--- src/rtl/stopwatch_ctrl_if.sv ---
// Purpose: button/flag inputs and digit-counter controls of the stopwatch controller.
// Latency: n/a (signal bundle only).
// Backpressure: none; all controls are single-cycle strobes or levels.
// Ports (master = button/datapath side, slave = stopwatch_ctrl):
//   btn_start/btn_clear/btn_set/btn_inc/btn_next  1-cycle button pulses
//   mode_up (level), cnt_zero / cnt_max (datapath flags)
//   tick_en, cnt_up, cnt_clr, load_en, load_sel[NDIG], load_val[4], running, setting, done
interface stopwatch_ctrl_if #(
    parameter int NDIG = 4
);
    logic            btn_start;
    logic            btn_clear;
    logic            btn_set;
    logic            btn_inc;
    logic            btn_next;
    logic            mode_up;
    logic            cnt_zero;
    logic            cnt_max;
    logic            tick_en;
    logic            cnt_up;
    logic            cnt_clr;
    logic            load_en;
    logic [NDIG-1:0] load_sel;
    logic [3:0]      load_val;
    logic            running;
    logic            setting;
    logic            done;

    modport master (
        output btn_start, btn_clear, btn_set, btn_inc, btn_next,
               mode_up, cnt_zero, cnt_max,
        input  tick_en, cnt_up, cnt_clr, load_en, load_sel, load_val,
               running, setting, done
    );

    modport slave (
        input  btn_start, btn_clear, btn_set, btn_inc, btn_next,
               mode_up, cnt_zero, cnt_max,
        output tick_en, cnt_up, cnt_clr, load_en, load_sel, load_val,
               running, setting, done
    );
endinterface

--- src/rtl/stopwatch_ctrl.sv ---
// Purpose: control FSM turning button pulses into prescaled ticks, clear/preset strobes and done.
// Latency: every output is registered; a strobe appears one cycle after the edge sampling its cause.
// Backpressure: none; simultaneous pulses resolve clear > set > start > next > inc, losers dropped.
// Ports: clk, reset (async, active-high); bus = stopwatch_ctrl_if.slave (buttons, mode_up,
//        cnt_zero/cnt_max in; tick_en, cnt_up, cnt_clr, load_en/sel/val, running/setting/done out).
module stopwatch_ctrl #(
    parameter int TICK_DIV = 100000,
    parameter int NDIG     = 4
) (
    input  logic              clk,
    input  logic              reset,
    stopwatch_ctrl_if.slave   bus
);
    localparam int PSW = (TICK_DIV > 2) ? $clog2(TICK_DIV) : 1;
    localparam int PW  = (NDIG > 1) ? $clog2(NDIG) : 1;
    localparam logic [PSW-1:0] PMAX = PSW'(TICK_DIV - 1);
    localparam logic [PW-1:0]  PLAST = PW'(NDIG - 1);

    typedef enum logic [2:0] {
        IDLE  = 3'd0,
        RUN   = 3'd1,
        PAUSE = 3'd2,
        SET   = 3'd3,
        DONE  = 3'd4
    } state_t;

    state_t          state_q, state_d;
    logic [PSW-1:0]  presc_q, presc_d;
    logic [PW-1:0]   ptr_q, ptr_d;
    logic [3:0]      shadow_q [NDIG];
    logic [3:0]      shadow_d [NDIG];
    logic            cnt_up_q, cnt_up_d;
    logic            tick_q, tick_d;
    logic            clr_q, clr_d;
    logic            load_q, load_d;
    logic [NDIG-1:0] sel_q, sel_d;
    logic [3:0]      val_q, val_d;
    logic            running_q, setting_q, done_q;

    // Priority-resolved pulses; only one of these can be high in a cycle.
    logic take_clear, take_set, take_start, take_next, take_inc;
    logic wrap, term;

    always_comb begin
        take_clear = bus.btn_clear;
        take_set   = !bus.btn_clear && bus.btn_set;
        take_start = !bus.btn_clear && !bus.btn_set && bus.btn_start;
        take_next  = !bus.btn_clear && !bus.btn_set && !bus.btn_start && bus.btn_next;
        take_inc   = !bus.btn_clear && !bus.btn_set && !bus.btn_start && !bus.btn_next
                     && bus.btn_inc;
        wrap       = (presc_q == PMAX);
        // Terminal count is judged in the direction latched at start, not the live mode.
        term       = cnt_up_q ? bus.cnt_max : bus.cnt_zero;

        state_d  = state_q;
        presc_d  = presc_q;
        ptr_d    = ptr_q;
        shadow_d = shadow_q;
        cnt_up_d = cnt_up_q;
        tick_d   = 1'b0;
        clr_d    = 1'b0;
        load_d   = 1'b0;
        val_d    = 4'd0;

        if (state_q == IDLE) begin
            cnt_up_d = bus.mode_up;
        end

        if (take_clear) begin
            state_d  = IDLE;
            clr_d    = 1'b1;
            presc_d  = '0;
            shadow_d = '{default: 4'd0};
        end else begin
            case (state_q)
                IDLE: begin
                    if (take_set && !bus.mode_up) begin
                        state_d = SET;
                        ptr_d   = '0;
                    end else if (take_start && !(!bus.mode_up && bus.cnt_zero)) begin
                        state_d = RUN;
                        presc_d = '0;
                    end
                end
                RUN: begin
                    // The prescaler keeps counting on the pausing edge; PAUSE then holds it.
                    presc_d = wrap ? '0 : presc_q + PSW'(1);
                    if (take_start) begin
                        state_d = PAUSE;
                        tick_d  = wrap && !term;
                    end else if (wrap && term) begin
                        state_d = DONE;
                    end else begin
                        tick_d  = wrap;
                    end
                end
                PAUSE: begin
                    if (take_start) begin
                        state_d = RUN;
                    end
                end
                SET: begin
                    if (take_set) begin
                        state_d = IDLE;
                    end else if (take_next) begin
                        ptr_d = (ptr_q == PLAST) ? '0 : ptr_q + PW'(1);
                    end else if (take_inc) begin
                        shadow_d[ptr_q] = (shadow_q[ptr_q] == 4'd9) ? 4'd0
                                                                    : shadow_q[ptr_q] + 4'd1;
                        load_d = 1'b1;
                        val_d  = shadow_d[ptr_q];
                    end
                end
                DONE: begin
                    if (take_start) begin
                        state_d = IDLE;
                    end
                end
                default: state_d = IDLE;
            endcase
        end

        sel_d = (state_d == SET) ? (NDIG'(1) << ptr_d) : '0;
    end

    always_ff @(posedge clk or posedge reset) begin
        if (reset) begin
            state_q   <= IDLE;
            presc_q   <= '0;
            ptr_q     <= '0;
            shadow_q  <= '{default: 4'd0};
            cnt_up_q  <= 1'b1;
            tick_q    <= 1'b0;
            clr_q     <= 1'b0;
            load_q    <= 1'b0;
            sel_q     <= '0;
            val_q     <= 4'd0;
            running_q <= 1'b0;
            setting_q <= 1'b0;
            done_q    <= 1'b0;
        end else begin
            state_q   <= state_d;
            presc_q   <= presc_d;
            ptr_q     <= ptr_d;
            shadow_q  <= shadow_d;
            cnt_up_q  <= cnt_up_d;
            tick_q    <= tick_d;
            clr_q     <= clr_d;
            load_q    <= load_d;
            sel_q     <= sel_d;
            val_q     <= val_d;
            running_q <= (state_d == RUN);
            setting_q <= (state_d == SET);
            done_q    <= (state_d == DONE);
        end
    end

    assign bus.tick_en  = tick_q;
    assign bus.cnt_up   = cnt_up_q;
    assign bus.cnt_clr  = clr_q;
    assign bus.load_en  = load_q;
    assign bus.load_sel = sel_q;
    assign bus.load_val = val_q;
    assign bus.running  = running_q;
    assign bus.setting  = setting_q;
    assign bus.done     = done_q;
endmodule

--- src/flat_wrapper.sv ---
// flat-port wrapper written by rule: the top's interface ports become plain ports
module stopwatch_ctrl_flat 
#(
    parameter int TICK_DIV = 100000,
    parameter int NDIG     = 4
)
  (clk, reset, bus_btn_start, bus_btn_clear, bus_btn_set, bus_btn_inc, bus_btn_next, bus_mode_up, bus_cnt_zero, bus_cnt_max, bus_tick_en, bus_cnt_up, bus_cnt_clr, bus_load_en, bus_load_sel, bus_load_val, bus_running, bus_setting, bus_done);
  stopwatch_ctrl_if #(.NDIG(NDIG)) bus_i ();
  input  logic clk;
  input  logic reset;
  input wire logic [$bits(bus_i.btn_start)-1:0] bus_btn_start;
  input wire logic [$bits(bus_i.btn_clear)-1:0] bus_btn_clear;
  input wire logic [$bits(bus_i.btn_set)-1:0] bus_btn_set;
  input wire logic [$bits(bus_i.btn_inc)-1:0] bus_btn_inc;
  input wire logic [$bits(bus_i.btn_next)-1:0] bus_btn_next;
  input wire logic [$bits(bus_i.mode_up)-1:0] bus_mode_up;
  input wire logic [$bits(bus_i.cnt_zero)-1:0] bus_cnt_zero;
  input wire logic [$bits(bus_i.cnt_max)-1:0] bus_cnt_max;
  output wire logic [$bits(bus_i.tick_en)-1:0] bus_tick_en;
  output wire logic [$bits(bus_i.cnt_up)-1:0] bus_cnt_up;
  output wire logic [$bits(bus_i.cnt_clr)-1:0] bus_cnt_clr;
  output wire logic [$bits(bus_i.load_en)-1:0] bus_load_en;
  output wire logic [$bits(bus_i.load_sel)-1:0] bus_load_sel;
  output wire logic [$bits(bus_i.load_val)-1:0] bus_load_val;
  output wire logic [$bits(bus_i.running)-1:0] bus_running;
  output wire logic [$bits(bus_i.setting)-1:0] bus_setting;
  output wire logic [$bits(bus_i.done)-1:0] bus_done;
  assign bus_i.btn_start = bus_btn_start;
  assign bus_i.btn_clear = bus_btn_clear;
  assign bus_i.btn_set = bus_btn_set;
  assign bus_i.btn_inc = bus_btn_inc;
  assign bus_i.btn_next = bus_btn_next;
  assign bus_i.mode_up = bus_mode_up;
  assign bus_i.cnt_zero = bus_cnt_zero;
  assign bus_i.cnt_max = bus_cnt_max;
  assign bus_tick_en = bus_i.tick_en;
  assign bus_cnt_up = bus_i.cnt_up;
  assign bus_cnt_clr = bus_i.cnt_clr;
  assign bus_load_en = bus_i.load_en;
  assign bus_load_sel = bus_i.load_sel;
  assign bus_load_val = bus_i.load_val;
  assign bus_running = bus_i.running;
  assign bus_setting = bus_i.setting;
  assign bus_done = bus_i.done;
  stopwatch_ctrl #(.TICK_DIV(TICK_DIV), .NDIG(NDIG)) u_core (.clk(clk), .reset(reset), .bus(bus_i));
endmodule
--- config.mk ---
export PLATFORM = sky130hd
export DESIGN_NAME = stopwatch_ctrl_flat
export DESIGN_NICKNAME = d
export VERILOG_FILES = /design/src/rtl/stopwatch_ctrl_if.sv /design/src/rtl/stopwatch_ctrl.sv /design/src/flat_wrapper.sv
export SDC_FILE = /design/constraint.sdc
export NUM_CORES = 1
export LEC_CHECK = 0
export ABC_CLOCK_PERIOD_IN_PS = 2400
export BUFFER_PORTS_ARGS = -buffer_cell sky130_fd_sc_hd__buf_2
export CORE_ASPECT_RATIO = 1.75
export CORE_MARGIN = 2
export CORE_UTILIZATION = 54
export DETAILED_ROUTE_END_ITERATION = 16
export HOLD_SLACK_MARGIN = 0.03
export PLACE_DENSITY_LB_ADDON = 0.1
export SYNTH_ARGS = -nofsm -noshare
export SYNTH_HDL_FRONTEND = slang
export SYNTH_SLANG_ARGS = --single-unit
--- constraint.sdc ---
create_clock -name clk -period 2.4 [get_ports clk]
set_clock_uncertainty 0.05 [all_clocks]
set_input_delay 0.24 -clock clk [delete_from_list [all_inputs] [get_ports clk]]
set_output_delay 0.24 -clock clk [all_outputs]
set_load 0.05 [all_outputs]
==> impl_metrics.py, run 1 <==
metrics = {
    "timing": {
        "setup_slack_ns": 0.0470,
        "post-route-period-util_pct": 98.0,
        "finalHoldViolations": 0,
        "totalNegativeSetupSlack_ns": 0,
        "rsz0062_at_grt": "yes",
        "fin_crit_ns": 2.35,
        "fmax_mhz": 425,
        "max_slew.worst_pin.slew_ns": 0.799,
        "hold-worst-slack_ns": 0.106,
        "timing.final.setup_violations": 0,
        "maxSlewViolCount": 0,
        "slew_headroom_pct": 46.5,
    },
    "synthesis": {
        "synth-seq-area-share_pct": 43.6,
        "synth.cell_area_um2": 3040,
        "postSynth.topFlopCell": "dfrtp_1",
        "synthTopCellsByArea": "dfrtp_1 43%, a22o_1 5.8%, o21ai_0 3.5%",
        "synth.net_count": 322,
        "synth_top_cell_by_area": "dfrtp_1",
        "synth_largest_type_area_fraction_pct": 42.7,
        "synthDistinctLibCells": 61,
        "synth_edf_count": 0,
        "synth-async-reset-ratio_pct": 100,
        "synthesis.yosys.warnings": 0,
        "syn_area_per_cell_um2": 9.98,
        "yosys_reg_bits": 53,
        "synthesis.instances": 305,
    },
    "critical_path": {
        "critical_path_class": "flop to flop",
        "required_time_of_the_critical_path_ns": 2.55,
        "worstSetupEndpointType": "flop",
        "crit_path_cell_trace": "mux4_2 -> a211o_1 -> a311oi_1 -> nor3_1 -> nor3_1",
        "setup.worst_path.start_class": "flop",
        "path_max_fanout": 6,
        "slowest_delay_ns": 0.62,
        "crit_path_frequent_cell": "nor3_1",
        "worst_path_max_delay_cell": "mux4_2",
        "critPathArrivalTime_ns": 2.51,
    },
    "floorplanning": {
        "floorplan.core_area_um2": 5500,
        "floorplan.initialDensity_pct": 55.4,
        "design.die.area_um2": 6280,
        "io-pin-count": 25,
        "rows": 36,
        "floorplan.die.height_um": 103,
        "fp.dieW_um": 60.8,
    },
    "power": {
        "report.power.total_mw": 1.64,
        "power_density_nw_per_um2": 453,
        "ir_drop_mv": 0.574,
        "static-leakage-power_nw": 1.68,
    },
    "hold_path": {
        "min-delay-path-class": "input port to flop",
    },
    "finish": {
        "final.fill_count": 472,
        "area_growth_pct": 19.0,
        "design.final.nets": 377,
        "register_area_um2": 1330,
        "most_used_cells_in_the_layout_excluding_fill_and_tap_cells": "51 x dfrtp_1, 39 x buf_4, 24 x buf_2, 22 x nor2_1",
        "layout.core_utilization_pct": 65.9,
        "multi_input_comb_area_um2": 1600,
        "final_common_cell": "dfrtp_1",
        "antenna-diode-count": 0,
        "drive_gt1_share_pct": 27.7,
    },
    "global_route": {
        "global_route.usage.total_pct": 27.5,
        "antenna_found_initial": 0,
        "grt_pass1_wl_mm": 12.6,
        "globalRoute.totalOverflow": 0,
        "largest_net_degree_at_the_start_of_global_routing": 35,
        "first_global_vias": 2593,
    },
    "clock_network": {
        "htree_levels": 2,
        "cts_buffers": 5,
        "cts.reportedPaths.clkPinSlew_ns": 0.10,
        "cts_tree": "built",
        "cts.sinks": 53,
        "insertion_delay_ns": 0.32,
        "clock_tree.root_cell": "clkbuf_8",
        "clock_tree.buffer_depth": 2,
    },
    "drt": {
        "routed-via-count": 2626,
        "antenna_left": 0,
        "first_pass_iteration_count_of_the_detailed_router": 4,
        "wire_per_inst_um": 17.6,
        "drc": 0,
        "initial_drt_markers": 133,
        "finalWirelength_mm": 7.70,
        "viasPerCell": 6.01,
    },
    "outcome": {
        "status": "complete, no violations",
    },
    "placed_design": {
        "finalWeightedCongestion": 0.903,
        "dpl_hpwl_mm": 5.89,
        "port_buffers": 24,
        "placement.setup.worst_slack_ns": -0.0253,
    },
    "run": {
        "cap_viol_max_count": 0,
    },
}
==> cell type report <==
type / instances / area share [%]
clock inverter: 1 / 0.138
tap: 76 / 2.62
inverter: 21 / 2.18
clock buffer: 7 / 2.66
multi-input combinational: 215 / 44.1
sequential: 53 / 36.7
timing repair buffer: 64 / 11.7
==> state kept, by name, summed over array words and instances (netlist names) <==
signal,cells
u_core.bus.tick_en,1
u_core.bus.running,1
u_core.state_q,3
u_core.bus.load_en,1
u_core.ptr_q,2
u_core.bus.cnt_up,1
u_core.shadow_q,16
u_core.bus.load_val,4
u_core.bus.done,1
u_core.bus.setting,1
u_core.bus.load_sel,4
u_core.bus.cnt_clr,1
u_core.presc_q,17
==> synthesized netlist by cell type, types with 2 or more instances <==
| library cell | instances |
|---|---|
| nand2_1 | 15 |
| a2111oi_2 | 2 |
| o22ai_1 | 3 |
| o31ai_1 | 4 |
| nand2b_1 | 3 |
| mux2i_1 | 5 |
| nand3b_1 | 2 |
| dfrtp_1 | 52 |
| a311oi_1 | 4 |
| buf_6 | 2 |
| nand4_1 | 6 |
| and2_1 | 7 |
| nand4b_1 | 2 |
| a21oi_1 | 10 |
| nor3_1 | 11 |
| buf_2 | 2 |
| xnor2_1 | 2 |
| a211oi_1 | 5 |
| nor2b_1 | 2 |
| o2111ai_1 | 3 |
| mux4_2 | 4 |
| o211ai_1 | 2 |
| a22o_1 | 20 |
| nor4b_1 | 3 |
| ha_1 | 7 |
| or4bb_1 | 2 |
| clkbuf_1 | 11 |
| a31oi_1 | 2 |
| inv_1 | 21 |
| o221ai_1 | 2 |
| a21o_1 | 3 |
| nor2_1 | 22 |
| o21ai_0 | 21 |
| a221oi_1 | 2 |
| mux2_2 | 4 |
| nand3_1 | 9 |
| nor4_1 | 3 |
| nor3b_1 | 2 |
==> worst max-delay path: cells and delay by family (launching register included) <==
family / cells / cell delay (ns)
compound gates: 2 / 0.67
mux: 1 / 0.62
flops: 1 / 0.55
simple gates: 2 / 0.34
==> through the flow <==
stage | area [um^2] | std cells
3_3_place_gp | 3460 | 427
2_1_floorplan | 3040 | 305
4_1_cts | 3570 | 436
6_report | 3620 | 437
3_5_place_dp | 3460 | 427
5_1_grt | 3620 | 437
==> worst paths after layout <==
check | from | to | slack (ns) | cells past startpoint
max | u_core.ptr_q[1] | u_core.bus.load_val[2] | 0.05 | 5
min | bus_btn_clear | u_core.bus.cnt_clr | 0.11 | 1
max reg2reg | u_core.ptr_q[1] | u_core.bus.load_val[2] | 0.05 | 5
min reg2reg | u_core.presc_q[10] | u_core.presc_q[10] | 0.46 | 1
max in group asynchronous | reset | u_core.ptr_q[0] | 1.46 | 4
min in group asynchronous | reset | u_core.bus.load_val[2] | 0.44 | 4
==> cell families (layout without fill, tap and decap cells) <==
| family | count (synthesis) | count (layout) | synth area share [%] |
|---|---|---|---|
| simple gates | 99 | 99 | 18.4 |
| compound gates | 92 | 92 | 22.1 |
| flops | 53 | 53 | 43.6 |
| buf+inv | 37 | 93 | 5.26 |
| mux | 14 | 14 | 6.95 |
| fa+ha+maj | 7 | 7 | 2.88 |
| xor+xnor | 3 | 3 | 0.863 |
==> power breakdown <==
group / switching, mW / total (mW) / internal [mW]
Clock: 0.298 / 0.559 / 0.261
Sequential: 0.0112 / 0.915 / 0.904
Combinational: 0.111 / 0.168 / 0.0570
==> metal layers <==
metal  GRT usage (%)  routed length (um)
met4            12.4                 277
met1            28.2                2680
met2            52.7                4500
met3            3.48                 237
met5               0                   0
==> what timing repair did <==
item                                    in CTS  in global routing
hold buffers                                 1                  0
endpoints found under the hold margin       52                  0
pin swaps                                    0                  2
buffers inserted                             0                  1
endpoints found under the setup margin       2                 15
cloned                                       0                  0
resized for setup                            1                 11
Note: power is estimated with default switching activity, not from simulation.
==> run 2, diff against run 1 <==
Settings changed: ABC_AREA set to 1, CORE_UTILIZATION 54 to 55.
==> impl_metrics.py, run 2 <==
metrics = {
    "outcome": {
        "status": "complete, no violations",
    },
    "timing": {
        "max_slew.worst_pin.slew_ns": 0.427,
        "post-route-period-util_pct": 90.6,
        "finalHoldViolations": 0,
        "rsz0062_at_grt": "no",
        "maxSlewViolCount": 0,
        "slew_headroom_pct": 71.5,
        "totalNegativeSetupSlack_ns": 0,
        "fin_crit_ns": 2.17,
        "fmax_mhz": 460,
        "timing.final.setup_violations": 0,
    },
    "power": {
        "power.internal_mw": 1.26,
        "report.power.total_mw": 1.70,
        "power_density_nw_per_um2": 472,
        "switching_part_of_the_total_pct": 26.1,
        "power_frac_seq_pct": 53.9,
        "ir_drop_mv": 0.423,
        "p_sw_mw": 0.444,
        "static-leakage-power_nw": 1.79,
        "clockPowerShare_pct": 34.9,
        "combinationalPowerShare_pct": 11.2,
    },
    "synthesis": {
        "synth.net_count": 470,
        "synthDistinctLibCells": 42,
        "postSynth.topFlopCell": "dfrtp_1",
        "yosys.cell_count.top_type": "nand2_1",
        "synth-seq-area-share_pct": 40.1,
        "synth_top_cell_by_area": "dfrtp_1",
        "synthesis.instances": 453,
        "yosys_reg_bits": 53,
        "synthesis.yosys.warnings": 0,
        "synth_largest_type_area_fraction_pct": 39.3,
        "synth_edf_count": 0,
        "most_common_library_cells_after_synthesis": "131 x nand2_1, 52 x dfrtp_1, 51 x inv_1, 47 x nand3_1, 27 x nor2_1",
        "synthTopCellsByArea": "dfrtp_1 39%, nand2_1 15%, nand3_1 7.1%",
        "synth-async-reset-ratio_pct": 100,
        "syn_area_per_cell_um2": 7.32,
        "synth.cell_area_um2": 3310,
    },
    "global_route": {
        "grt_pass1_wl_mm": 13.5,
        "globalRoute.totalOverflow": 0,
        "antenna_found_initial": 0,
        "largest_net_degree_at_the_start_of_global_routing": 31,
        "global_route.usage.total_pct": 25.7,
        "first_global_vias": 3033,
    },
    "floorplanning": {
        "floorplan.initialDensity_pct": 56.8,
        "rows": 37,
        "design.die.area_um2": 6690,
        "io-pin-count": 25,
        "fp.dieW_um": 62.7,
        "floorplan.core_area_um2": 5830,
        "floorplan.die.height_um": 107,
    },
    "critical_path": {
        "required_time_of_the_critical_path_ns": 2.61,
        "setup.worst_path.start_class": "flop",
        "path_max_fanout": 19,
        "worstSetupEndpointType": "flop",
        "critPathArrivalTime_ns": 2.38,
        "critical_path_class": "flop to flop",
    },
    "drt": {
        "routed-wl-met2_mm": 4.54,
        "viasPerCell": 5.47,
        "finalWirelength_mm": 7.98,
        "initial_drt_markers": 185,
        "maxUsedRoutingLayer": "met4",
        "wire_per_inst_um": 14.3,
        "first_pass_iteration_count_of_the_detailed_router": 7,
        "dr_wl_met3_um": 162,
        "drc": 0,
        "routed-via-count": 3047,
        "antenna_left": 0,
        "m1WireLength_mm": 2.99,
    },
    "finish": {
        "most_used_cells_in_the_layout_excluding_fill_and_tap_cells": "131 x nand2_1, 52 x dfrtp_1, 50 x inv_1, 47 x nand3_1, 27 x nor2_1",
        "max_ffs_per_register": 17,
        "antenna-diode-count": 0,
        "largestRegisters": "u_core.presc_q x17, u_core.shadow_q x16",
        "layout.core_utilization_pct": 61.8,
        "final_common_cell": "nand2_1",
        "drive_gt1_share_pct": 18.6,
        "area_growth_pct": 8.83,
        "max_flop_register": "u_core.presc_q",
        "design.final.nets": 496,
    },
    "clock_network": {
        "cts.reportedPaths.clkPinSlew_ns": 0.10,
        "cts.sinks": 53,
        "cts_buffers": 5,
        "clock_tree.root_cell": "clkbuf_8",
        "insertion_delay_ns": 0.32,
        "htree_levels": 2,
        "cts_tree": "built",
        "clock_tree.buffer_depth": 2,
    },
    "run": {
        "cap_viol_max_count": 0,
    },
    "placed_design": {
        "dpl_hpwl_mm": 6.15,
        "port_buffers": 24,
        "finalWeightedCongestion": 0.940,
    },
    "hold_path": {
        "min-delay-path-class": "input port to flop",
    },
}
run 2: cell count changes in the layout (fill, tap and decap cells not counted), sizes merged, moves of 5 or more:
cell   change
a21oi     +10
a22o      -20
and2       -7
buf       -34
inv       +43
mux2i      -5
mux4       -5
nand2    +127
nand3     +42
nor2      +11
o21ai      +8
run 2: final timing paths:
path,start,slack [ns],endpoint,depth (start not counted)
max,u_core.ptr_q[0],0.23,u_core.bus.load_val[2],15
min,bus_btn_clear,0.08,u_core.bus.cnt_clr,1
max reg2reg,u_core.ptr_q[0],0.23,u_core.bus.load_val[2],15
min reg2reg,u_core.presc_q[1],0.48,u_core.presc_q[1],1
max in group asynchronous,reset,1.35,u_core.state_q[0],4
min in group asynchronous,reset,0.31,u_core.shadow_q[9],3
run 2: power by group through the flow:
stage                     clock network, mW  logic [mW]  registers [mW]
after floorplan                           0       0.117           0.956
after global placement                    0       0.186           0.934
after detailed placement                  0       0.189           0.935
after CTS                             0.619       0.192           0.918
after global routing                  0.642       0.214           0.919
final                                 0.595       0.190           0.917
run 2: layout make-up:
type                    instances  area [um^2]
multi-input cells             325         1660
repair buffers                 30          168
flip-flops and latches         53         1330
clock inverters                 2         35.0
well taps                      78         97.6
inverters                      64          248
fillers                       579         2230
clock buffers                   5         68.8
run 2: cells by family after synthesis:
kind of cell    share of synthesized area (%)
buf+inv                                  9.78
xor+xnor                                0.264
compound gates                           11.0
fa+ha+maj                                2.64
flops                                    40.1
simple gates                             36.3
run 2: per-layer routing:
| metal | up-vias | global-route usage, % |
|---|---|---|
| li1 | 1521 | - |
| met1 | 1456 | 25.0 |
| met2 | 52 | 50.8 |
| met3 | 18 | 3.25 |
| met4 | 0 | 14.4 |
| met5 | - | 0 |
run 2: timing repair:
item / 4_1_cts / 5_1_grt
setup endpoints to repair: 0 / 0
hold buffers: 1 / 0
resized for setup: 0 / 0
endpoints found under the hold margin: 8 / 0
buffers inserted: 0 / 0
run 2: critical path: stages (launching register included):
cell and delay, ns:
dfrtp_1 0.61, inv_6 0.15, nand2_1 0.15, nand2_1 0.07, nand2_1 0.06, nand2_1 0.07, ha_1 0.21, nand2_1 0.07
nand2_1 0.08, nor2_4 0.19, nand2_2 0.08, nand3_1 0.07, nand2_1 0.07, nand2_1 0.05, nand2_1 0.04, nor2_1 0.10
run 2: metrics by stage:
| stage | instances | hold slack, ns | worst slack, ns | instance area, um^2 |
|---|---|---|---|---|
| floorplan | 453 | 0.221 | 0.572 | 3310 |
| global placement | 549 | 0.115 | 0.293 | 3490 |
| detailed placement | 549 | 0.114 | 0.232 | 3490 |
| CTS | 557 | 0.0766 | 0.226 | 3610 |
| global route | 557 | 0.0769 | 0.0137 | 3610 |
| finish | 557 | 0.0800 | 0.226 | 3610 |
